<file path="src/rtl/seg7_scan.sv">
// seg7_scan: four-digit multiplexed 7-segment scanner with per-slot guard time and frame-synchronous display update.
// Build option: define SEG7_LZ_BLANK_EN to turn on leading-zero blanking.
module seg7_scan #(
    parameter int DIV   = 50000,
    parameter int GUARD = 500
) (
    input  logic        FPGA_CLK,
    input  logic        RESET_BUT,
    input  logic        load,
    input  logic [15:0] data,
    input  logic [3:0]  dp_mask,
    input  logic        blank,
    output logic [3:0]  DIG,
    output logic [7:0]  SEG,
    output logic        frame_done
);
    localparam int CNT_W = (DIV > 1) ? $clog2(DIV) : 1;
    localparam logic [CNT_W-1:0] CNT_LAST = CNT_W'(DIV - 1);
    localparam logic [CNT_W-1:0] GRD_LAST = CNT_W'(GUARD - 1);

    typedef enum logic {S_GUARD, S_ON} slot_e;

    slot_e            state_p0;
    logic [CNT_W-1:0] cnt_p0;
    logic [1:0]       idx_p0;
    logic [15:0]      disp_p0;
    logic [3:0]       disp_dp_p0;
    logic [15:0]      shadow_p0;
    logic [3:0]       shadow_dp_p0;
    logic             pending_p0;

    logic [3:0]       dig_p1;
    logic [7:0]       seg_p1;
    logic             fd_p1;

    logic             slot_end;
    logic             frame_end;
    logic             digit_off;
    logic [3:0]       nib;
    logic [7:0]       seg_dec;

    function automatic logic [7:0] hex_decode(input logic [3:0] n, input logic dp);
        logic [6:0] s;
        s = 7'h7F;
        case (n)
            4'h0: s = 7'h40;
            4'h1: s = 7'h79;
            4'h2: s = 7'h24;
            4'h3: s = 7'h30;
            4'h4: s = 7'h19;
            4'h5: s = 7'h12;
            4'h6: s = 7'h02;
            4'h7: s = 7'h78;
            4'h8: s = 7'h00;
            4'h9: s = 7'h10;
            4'hA: s = 7'h08;
            4'hB: s = 7'h03;
            4'hC: s = 7'h46;
            4'hD: s = 7'h21;
            4'hE: s = 7'h06;
            4'hF: s = 7'h0E;
            default: s = 7'h7F;
        endcase
        return {~dp, s};
    endfunction

`ifdef SEG7_LZ_BLANK_EN
    // A digit is dark when it and every more-significant nibble are zero; digit 0 always shows.
    function automatic logic lz_dark(input logic [15:0] d, input logic [1:0] i);
        logic dark;
        case (i)
            2'd3:    dark = (d[15:12] == 4'h0);
            2'd2:    dark = (d[15:8] == 8'h00);
            2'd1:    dark = (d[15:4] == 12'h000);
            default: dark = 1'b0;
        endcase
        return dark;
    endfunction

    assign digit_off = blank || lz_dark(disp_p0, idx_p0);
`else
    assign digit_off = blank;
`endif

    assign slot_end  = (cnt_p0 == CNT_LAST);
    assign frame_end = slot_end && (idx_p0 == 2'd3);

    always_comb begin
        nib = 4'h0;
        case (idx_p0)
            2'd0: nib = disp_p0[3:0];
            2'd1: nib = disp_p0[7:4];
            2'd2: nib = disp_p0[11:8];
            2'd3: nib = disp_p0[15:12];
            default: nib = 4'h0;
        endcase
    end

    assign seg_dec = hex_decode(nib, disp_dp_p0[idx_p0]);

    // p0: slot counter, digit index and guard/on state
    // p1: registered digit/segment drive and frame pulse
    always_ff @(posedge FPGA_CLK) begin
        if (!RESET_BUT) begin
            state_p0 <= S_GUARD;
            cnt_p0   <= '0;
            idx_p0   <= 2'd0;
            dig_p1   <= 4'hF;
            seg_p1   <= 8'hFF;
            fd_p1    <= 1'b0;
        end else begin
            dig_p1 <= 4'hF;
            seg_p1 <= 8'hFF;
            if (state_p0 == S_ON && !digit_off) begin
                dig_p1 <= ~(4'b0001 << idx_p0);
                seg_p1 <= seg_dec;
            end
            fd_p1 <= frame_end;

            if (slot_end) begin
                cnt_p0   <= '0;
                idx_p0   <= idx_p0 + 2'd1;
                state_p0 <= S_GUARD;
            end else begin
                cnt_p0 <= cnt_p0 + 1'b1;
                if (cnt_p0 == GRD_LAST)
                    state_p0 <= S_ON;
            end
        end
    end

    // p0: shadow capture and frame-boundary transfer into the display register
    always_ff @(posedge FPGA_CLK) begin
        if (!RESET_BUT) begin
            disp_p0      <= 16'h0000;
            disp_dp_p0   <= 4'h0;
            shadow_p0    <= 16'h0000;
            shadow_dp_p0 <= 4'h0;
            pending_p0   <= 1'b0;
        end else begin
            if (load) begin
                shadow_p0    <= data;
                shadow_dp_p0 <= dp_mask;
            end
            if (frame_end) begin
                pending_p0 <= 1'b0;
                if (load) begin
                    disp_p0    <= data;
                    disp_dp_p0 <= dp_mask;
                end else if (pending_p0) begin
                    disp_p0    <= shadow_p0;
                    disp_dp_p0 <= shadow_dp_p0;
                end
            end else if (load) begin
                pending_p0 <= 1'b1;
            end
        end
    end

    assign DIG        = dig_p1;
    assign SEG        = seg_p1;
    assign frame_done = fd_p1;

endmodule

</file>
<file path="config.mk">
export PLATFORM = sky130hd
export DESIGN_NAME = seg7_scan
export DESIGN_NICKNAME = d
export VERILOG_FILES = /design/src/rtl/seg7_scan.sv
export SDC_FILE = /design/constraint.sdc
export NUM_CORES = 1
export LEC_CHECK = 0
export ABC_AREA = 1
export ABC_CLOCK_PERIOD_IN_PS = 1900
export BUFFER_PORTS_ARGS = -buffer_cell sky130_fd_sc_hd__buf_2
export CORE_UTILIZATION = 38
export DETAILED_ROUTE_END_ITERATION = 7
export PLACE_DENSITY = 0.69
export RECOVER_POWER = 100
export SLEW_MARGIN = 20
export SYNTH_ARGS = -nofsm -noshare
export SYNTH_HDL_FRONTEND = slang
export SYNTH_SLANG_ARGS = --single-unit
export TNS_END_PERCENT = 5
</file>
<file path="constraint.sdc">
create_clock -name FPGA_CLK -period 1.9 [get_ports FPGA_CLK]
set_input_delay 0.19 -clock FPGA_CLK [delete_from_list [all_inputs] [get_ports FPGA_CLK]]
set_output_delay 0.19 -clock FPGA_CLK [all_outputs]
set_load 0.05 [all_outputs]
</file>
## Word level (Yosys, flattened, before mapping)

Memory sizes are Yosys's and may differ from the RTL's. A register that Yosys moved wholly into a read port is not among the register bits.
Cells that the tools add are included.

| storage, ports and cells | value |
|---|---|
| RAM bits | 0 |
| latch bits | 0 |
| memories kept | 1 |
| register bits after elaboration | 73 |
| ROM bits | 112 |
| bits of input ports | 24 |

| cells by class | value |
|---|---|
| $mul | 0 |
| reduce and logical (&&, ||, !) cells | 10 |
| bitwise logic cells | 3 |
| eq/ne operators | 5 |
| div/mod/pow operators | 0 |
| $lt $le $gt $ge | 1 |
| shift-type cells | 1 |
| $add $sub $neg | 2 |
| multiplexer cells | 7 |

Memory list:

| memory | words | bits a word | rd ports | clocked after memory_dff | write ports | line | RTL |
|---|---|---|---|---|---|---|---|
| (name not given) | 16 | 7 | 1 | 1 | 0 | 45 | `case (n)` |

Operators with widths:

| operator | count |
|---|---|
| 2-to-1 mux 16 bit | 2 |
| adder 16 x 1 -> 16 bit (second input constant) | 1 |
| == test 16 bit (second input constant) | 1 |
| == test 16 x 9 -> 1 bit (second input constant) | 1 |
| one-hot mux 4 bit (4 select lines) | 1 |
| 2-to-1 mux 4 bit | 2 |
| == test 2 bit (second input constant) | 2 |
| NOT 4 bit | 1 |
| AND reduction 2 bit | 2 |
| OR reduction 2 bit | 2 |
| << shifter 1 x 2 -> 4 bit (first input constant) | 1 |
| < comparator 2 x 3 -> 1 bit (second input constant) | 1 |
| adder 2 x 1 -> 2 bit (second input constant) | 1 |
| binary-select mux 1 bit (select 2 bit) | 1 |
| == test 2 x 1 -> 1 bit (second input constant) | 1 |
| logical AND 1 bit | 2 |
| zero test 1 bit | 2 |
| zero test 2 bit | 1 |
| NOT 1 bit | 2 |
| nonzero test 2 bit | 1 |
| 2-to-1 mux 1 bit | 1 |

## Longest topological paths before layout

Gate-level depths: netlist of run 1.

| logic depth | value |
|---|---|
| word-level depth | 4 |
| depth in mapped cells | 11 |
| mapped depth without buffers | 11 |

## Least setup slack after synthesis of run 1

Ideal clock, no wire load.

| timing | value |
|---|---|
| path kind | reg-to-reg |
| from | reg idx_p0[0] |
| to | reg seg_p1[3], in the netlist SEG[3] |
| period minus slack after synthesis | 1.985 ns |
| stages on the path, launching flop included | 12 |
| library setup time | 0.126 ns |
| required time | 1.774 ns |
| buffers on the path | 0 |
| setup slack | -0.085 ns |
| arrival | 1.860 ns |
| cell sequence | dfxtp_1 inv_1 ha_1 inv_1 nand2_1 o22ai_1 inv_1 ha_1 nand2_1 nand2_1 o21ai_0 nand2_1 |

| between the ends | value |
|---|---|
| word-level cells in the longest chain between the ends | 2 |
| elaborated cells on any way between the ends | 5 |
| those cells by class | eq/ne (3); mux (1); reduce/logical (1) |

Ends and longest elaborated chain:

| item | line | RTL |
|---|---|---|
| from (decl) | 25 | `logic [1:0] idx_p0;` |
| from (signal assigned) | 122 | `idx_p0 <= idx_p0 + 2'd1;` |
| == test 2 bit (tied with other cells) | 90 | `case (idx_p0)` |
| one-hot mux 4 bit (4 select lines) * | 90 |  |
| to (decl) | 33 | `logic [7:0] seg_p1;` |

Mark *: on every way between the ends. The rest lies on a longest branch, timed or not.
A chain may end at the register's enable or synchronous reset.

## Worst setup path after layout of run 1

Ends and elaborated chain as after synthesis.

==> run summary, run 1 <==
# placed instances - 572
via count - 2852
Slew @ Worst Pin - 883.3 ps
Post-Syn Area - 3283 um2
initial core utilization - 39.56%
net count after synthesis - 474
# fillers - 830
die area - 9016 um2
Num CTS Buffers - 9
CTS tree - done
most common cell in the synthesized netlist - nand2_1
Mapped Avg Cell Area - 7.496 um2
DRT Wirelength - 6846 um
leading area contributor after synthesis - dfxtp_1
Crit Path Max Fanout - 5
cell leakage power - 0.001564 uW
H-tree depth - 3
First-pass DRT Iterations - 4
Synth cell types - 33
port buffer count - 36
leading post-synthesis cells by cell area - dfxtp_1 (45%), nand2_1 (17%), a21oi_1 (7.6%), ha_1 (4.6%), nand4_1 (4.4%)
endpoint class of the critical path - flip-flop
Worst VDD drop - 0.0003299 V
Hold Buf Count CTS - 0
critical path type - reg -> reg
antenna fix cells - 0
flops & latches, synth - 73
Hold Vio Cnt, Final - 0
TNS Setup - 0 ps
clk sinks - 73
FMAX - 558.8 MHz
DR iter-0 viols - 93
RSZ-0062 raised after global routing - true
status - complete, no violations
clk_lat worst skew - 350 ps
RePlAce Congestion - 0.9514
Synth Flop Type - dfxtp_1
clock skew - 6.023 ps
yosys warns - 0
Core Region - 8299 um2
Design Power - 2948 uW
worst path bufs/invs - 4
vias in the first global route - 2736
Post-synth EDFFs - 0
Worst R2R Path Depth - 11
largest net degree at the start of global routing - 36
Max-Cap Viols - 0
CTS root buf - clkbuf_8
chip width - 94.95 um
Remaining Overflow, GRT - 0
Die H - 94.95 um
initial antenna violation count - 0
Clock transition at path regs - 80 ps
Area Growth Syn to Fin - 16.12%
Data required, critical path - 2140 ps
period utilization - 94.19%
crit-path max cell delay - 350 ps
final setup fails - 0
nets@finish - 516
sequential share of the synthesized area - 44.51%
worst-path cell chain - inv_2, ha_2, inv_1, buf_4, o22ai_4, inv_1, ha_1, nand2_1, nand2_1, o21ai_1, nand2_1
Async SR Flop Fraction - 0%
Boundary Pins - 37
crit path time final - 1790 ps
Worst Path Arrival - 2030 ps
share of cells above drive strength 1 - 16.91%
Synth top area share - 44.51%
most numerous cell on the critical path - nand2_1
buffer depth of the longest clock path - 2
Std-Cell Rows - 33
Synth Instances - 438
Layout Cells excl Fill - 590
P per Cell Area - 773.2 nW/um2
commonest cells in the netlist - nand2_1 (145), dfxtp_1 (73), a21oi_1 (50)
CP startpoint kind - flip-flop
number of remaining DRC errors - 0
dpl hpwl - 4971 um
Worst Hold Class - in -> reg
first-pass GRT wire length - 12110 um
CP max stage cell - dfxtp_2
ANT nets after route - 0
Stages on worst setup path - 11
GR Util All Layers - 17.39%
CP delay by family, top - buffers and inverters
Slew Viols, Final - 0
wire per inst - 11.60 um
slew margin rel. - 41.11%
vias per inst - 4.834
Hold Crit Depth - 3
## what timing repair did
item,in CTS,in global routing
gates resized for setup,3,15
buffers inserted,0,2
pin swaps,0,2
setup endpoints to repair,3,27
## layout make-up
class,instances,area (um2),share of cell area [%]
multi-input cells,314,1615,42.37
flip-flops and latches,73,1464,38.40
repair buffers,50,275.3,7.220
clock buffers,12,155.1,4.070
well taps,105,131.4,3.446
inverters,32,120.1,3.151
clock inverters,4,51.30,1.346
## tightest hold or removal path, cell delays in order
cell and delay, ps:
buf_2 100, nand3_1 70, inv_1 50
## stage by stage
stage                     worst slack, ps  cell area [um2]  util, %  hold WS (ps)
after floorplan                     3.118             3296        -         315.8
after global placement              55.75             3578    43.12         429.4
after detailed placement           -35.67             3578    43.12         442.0
after CTS                           1.787             3801    45.80         74.83
after global routing               -22.33             3812    45.94         100.3
final                               110.4             3812    45.94         90.33
## layout by cell type (no fill, tap or decap), types with 2 or more instances in the layout
master | synthesis | routed
nand3_4 | 1 | 2
o21ai_1 | 2 | 3
dfxtp_2 | 0 | 2
nor2_1 | 26 | 28
buf_2 | 5 | 22
nor3_1 | 3 | 4
dfxtp_1 | 73 | 71
ha_1 | 12 | 8
nand2_1 | 145 | 146
xnor2_1 | 2 | 2
o22ai_4 | 0 | 2
nor2_2 | 5 | 4
clkbuf_1 | 6 | 15
nand4_1 | 23 | 23
xor2_1 | 5 | 5
nand2_2 | 4 | 3
ha_2 | 0 | 4
a21oi_1 | 50 | 50
inv_2 | 5 | 10
clkbuf_8 | 0 | 11
buf_4 | 1 | 13
o21ai_0 | 7 | 6
inv_1 | 27 | 22
nand3_1 | 16 | 15
## state kept, by name, indices dropped and copies added, names as in the netlist
register,cells
idx_p0,2
pending_p0,1
frame_done,1
cnt_p0,16
DIG,4
shadow_p0,16
shadow_dp_p0,4
SEG,8
disp_p0,16
state_p0,1
disp_dp_p0,4
## report_power, final
group | switching (uW) | internal (uW)
Sequential | 9.64 | 1560
Combinational | 87.0 | 48.8
Clock | 565 | 679
## layer usage
metal / part of all wire (%) / up-vias / GRT usage, %
met5: 0 / - / 0
met4: 1.9 / 0 / 7.955
met3: 4.1 / 11 / 4.267
met2: 46 / 49 / 27.88
met1: 48 / 1280 / 21.92
li1: - / 1512 / -
## logic make-up after synthesis
kind of cell    count (synthesis)  share of synthesized area (%)
simple gates                  231                          31.59
flops                          73                          44.51
compound gates                 64                          10.18
buf+inv                        51                          7.279
fa+ha+maj                      12                          4.573
xor+xnor                        7                          1.867
## path summary, 6_finish.rpt
path | endpoint | startpoint | slack, ps
max | SEG[3]$_SDFF_PN1_ | idx_p0[0]$_SDFFE_PN0N_ | 110
min | pending_p0$_SDFFE_PP0P_ | RESET_BUT | 90
max reg2reg | SEG[3]$_SDFF_PN1_ | idx_p0[0]$_SDFFE_PN0N_ | 110
min reg2reg | cnt_p0[0]$_SDFF_PP0_ | cnt_p0[0]$_SDFF_PP0_ | 450
No activity file was read; power rests on OpenSTA's default activity.
==> inputs of run 2 (changes only) <==
--- a/config.mk
+++ b/config.mk
@@ -9,9 +9,11 @@
 export ABC_CLOCK_PERIOD_IN_PS = 1900
 export BUFFER_PORTS_ARGS = -buffer_cell sky130_fd_sc_hd__buf_2
 export CORE_UTILIZATION = 38
+export CTS_BUF_LIST = sky130_fd_sc_hd__clkbuf_2
 export DETAILED_ROUTE_END_ITERATION = 7
 export PLACE_DENSITY = 0.69
 export RECOVER_POWER = 100
+export SKIP_LAST_GASP = 1
 export SLEW_MARGIN = 20
 export SYNTH_ARGS = -nofsm -noshare
 export SYNTH_HDL_FRONTEND = slang
==> run summary, run 2 (synthesized netlist as in run 1, its figures left out) <==
CP startpoint kind - flip-flop
clk sinks - 73
Clock transition at path regs - 200 ps
Die H - 94.95 um
cell leakage power - 0.001615 uW
Data required, critical path - 2320 ps
biggest regs - cnt_p0: 16 flops, disp_p0: 16 flops, shadow_p0: 16 flops
Area Growth Syn to Fin - 19.17%
first-pass GRT wire length - 12350 um
critical path type - reg -> reg
CTS tree - done
Worst Hold Class - in -> reg
Slew @ Worst Pin - 697.8 ps
largest net degree at the start of global routing - 36
die area - 9016 um2
Hold Vio Cnt, Final - 0
FMAX - 533.3 MHz
dpl hpwl - 4971 um
DRT Wirelength - 7103 um
wire per inst - 11.63 um
ANT nets after route - 0
Slew Viols, Final - 0
Boundary Pins - 37
CTS root buf - clkbuf_2
Core Region - 8299 um2
RSZ-0062 raised after global routing - true
chip width - 94.95 um
number of remaining DRC errors - 0
nets@finish - 537
worst-path cell chain - inv_1, ha_2, inv_1, buf_4, o22ai_4, inv_1, ha_1, nand2_1, nand2_1, o21ai_1, nand2_1
Worst R2R Path Depth - 11
Num CTS Buffers - 9
Register Area - 1466 um2
period utilization - 98.70%
# fillers - 835
DR iter-0 viols - 99
vias per inst - 4.864
most common cell after layout, fill and taps aside - nand2_1
CP max stage cell - dfxtp_4
Crit Path Max Fanout - 5
worst path bufs/invs - 4
# placed instances - 572
Worst VDD drop - 0.0002954 V
Layout Cells excl Fill - 611
RePlAce Congestion - 0.9514
clock skew - 27.60 ps
final setup fails - 0
clk_lat worst skew - 540 ps
First-pass DRT Iterations - 5
share of cells above drive strength 1 - 14.62%
via count - 2972
GR Util All Layers - 17.69%
utilization after layout - 47.14%
crit path time final - 1875 ps
Remaining Overflow, GRT - 0
min-delay src - load
Hold Crit Depth - 3
H-tree depth - 3
buffer depth of the longest clock path - 2
port buffer count - 36
status - complete, no violations
CP delay by family, top - buffers and inverters
vias in the first global route - 2765
crit-path max cell delay - 400 ps
slew margin rel. - 53.48%
critical register-to-register path startpoint - idx_p0[0]$_SDFFE_PN0N_
Max-Cap Viols - 0
most frequent cells in the layout - nand2_1 (146), dfxtp_1 (71), a21oi_1 (50)
Std-Cell Rows - 33
Worst Path Arrival - 2300 ps
P per Cell Area - 660.2 nW/um2
hold endpoint - shadow_p0[7]$_SDFFE_PN0P_
area occupied by multi-input gates - 1610 um2
FF-to-FF setup slack - 20 ps
endpoint class of the critical path - flip-flop
antenna fix cells - 0
FF-to-FF End - SEG[3]$_SDFF_PN1_
initial core utilization - 39.56%
initial antenna violation count - 0
## run 2: cell types whose count changed in the layout (fill, tap and decap cells not counted), moves of 2 or more
cell | before | now
dlygate4sd3_1 | 0 | 21
ha_1 | 8 | 10
ha_2 | 4 | 2
clkbuf_8 | 11 | 0
inv_1 | 22 | 26
inv_2 | 10 | 6
clkbuf_2 | 0 | 11
buf_4 | 13 | 10
clkinv_1 | 0 | 2
## run 2: worst register-to-register path, cell delays in order, from the launching register on
cell     delay, ps
dfxtp_4        400
inv_1          100
ha_2           180
inv_1           60
buf_4          160
o22ai_4        200
inv_1          120
ha_1           230
nand2_1        100
nand2_1         50
o21ai_1        120
nand2_1         60
## run 2: area by class of cell
cell class | count | area share [%]
multi-input cells | 314 | 41.16
flip-flops and latches | 73 | 37.48
inverters | 32 | 3.070
clock inverters | 6 | 1.503
well taps | 105 | 3.358
repair buffers | 71 | 12.15
clock buffers | 10 | 1.279
## run 2: worst max-delay path by stage
stage	from	end	slack, ps	cells past startpoint
4_1_cts	idx_p0[1]$_SDFFE_PN0N_	SEG[3]$_SDFF_PN1_	0.2	11
2_1_floorplan	idx_p0[0]$_SDFFE_PN0N_	SEG[3]$_SDFF_PN1_	3	11
6_report	idx_p0[0]$_SDFFE_PN0N_	SEG[3]$_SDFF_PN1_	20	11
3_5_place_dp	idx_p0[0]$_SDFFE_PN0N_	SEG[3]$_SDFF_PN1_	-40	11
3_3_place_gp	idx_p0[1]$_SDFFE_PN0N_	SEG[3]$_SDFF_PN1_	60	11
5_1_grt	idx_p0[0]$_SDFFE_PN0N_	SEG[3]$_SDFF_PN1_	-140	11
## run 2: layer usage
layer | GRT usage (%) | up-vias | share of wire (%)
met1 | 22.46 | 1353 | 47
li1 | - | 1550 | -
met4 | 6.439 | 0 | 1.2
met2 | 28.66 | 62 | 48
met3 | 4.750 | 7 | 4.1
met5 | 0 | - | 0
## run 2: power by group
part	total (uW)	internal, uW	switching (uW)	leakage [uW]
logic	168	75.9	92.2	0.000953
clock network	844	300	544	0.0000670
registers	1570	1560	9.63	0.000594
total	2580	1940	645	0.00161
## run 2: metrics by stage
step / cell area [um2] / hold slack [ps] / worst slack (ps) / setup TNS, ps / power (uW)
2_1_floorplan: 3296 / 315.8 / 3.118 / 0 / 1694
3_3_place_gp: 3578 / 429.4 / 55.75 / 0 / 1736
3_5_place_dp: 3578 / 442.0 / -35.67 / -38.63 / 1742
4_1_cts: 3915 / 24.81 / 0.1981 / 0 / 2609
5_1_grt: 3913 / 43.49 / -135.4 / -649.3 / 2713
6_report: 3913 / 80.85 / 24.77 / 0 / 2583
## run 2: what timing repair did
action / in CTS / in global routing
pin swaps: 0 / 2
buffers inserted: 0 / 2
gates resized for setup: 4 / 9
endpoints found under the setup margin: 4 / 27
hold endpoints to repair: 27 / 0
hold buffers: 21 / 0
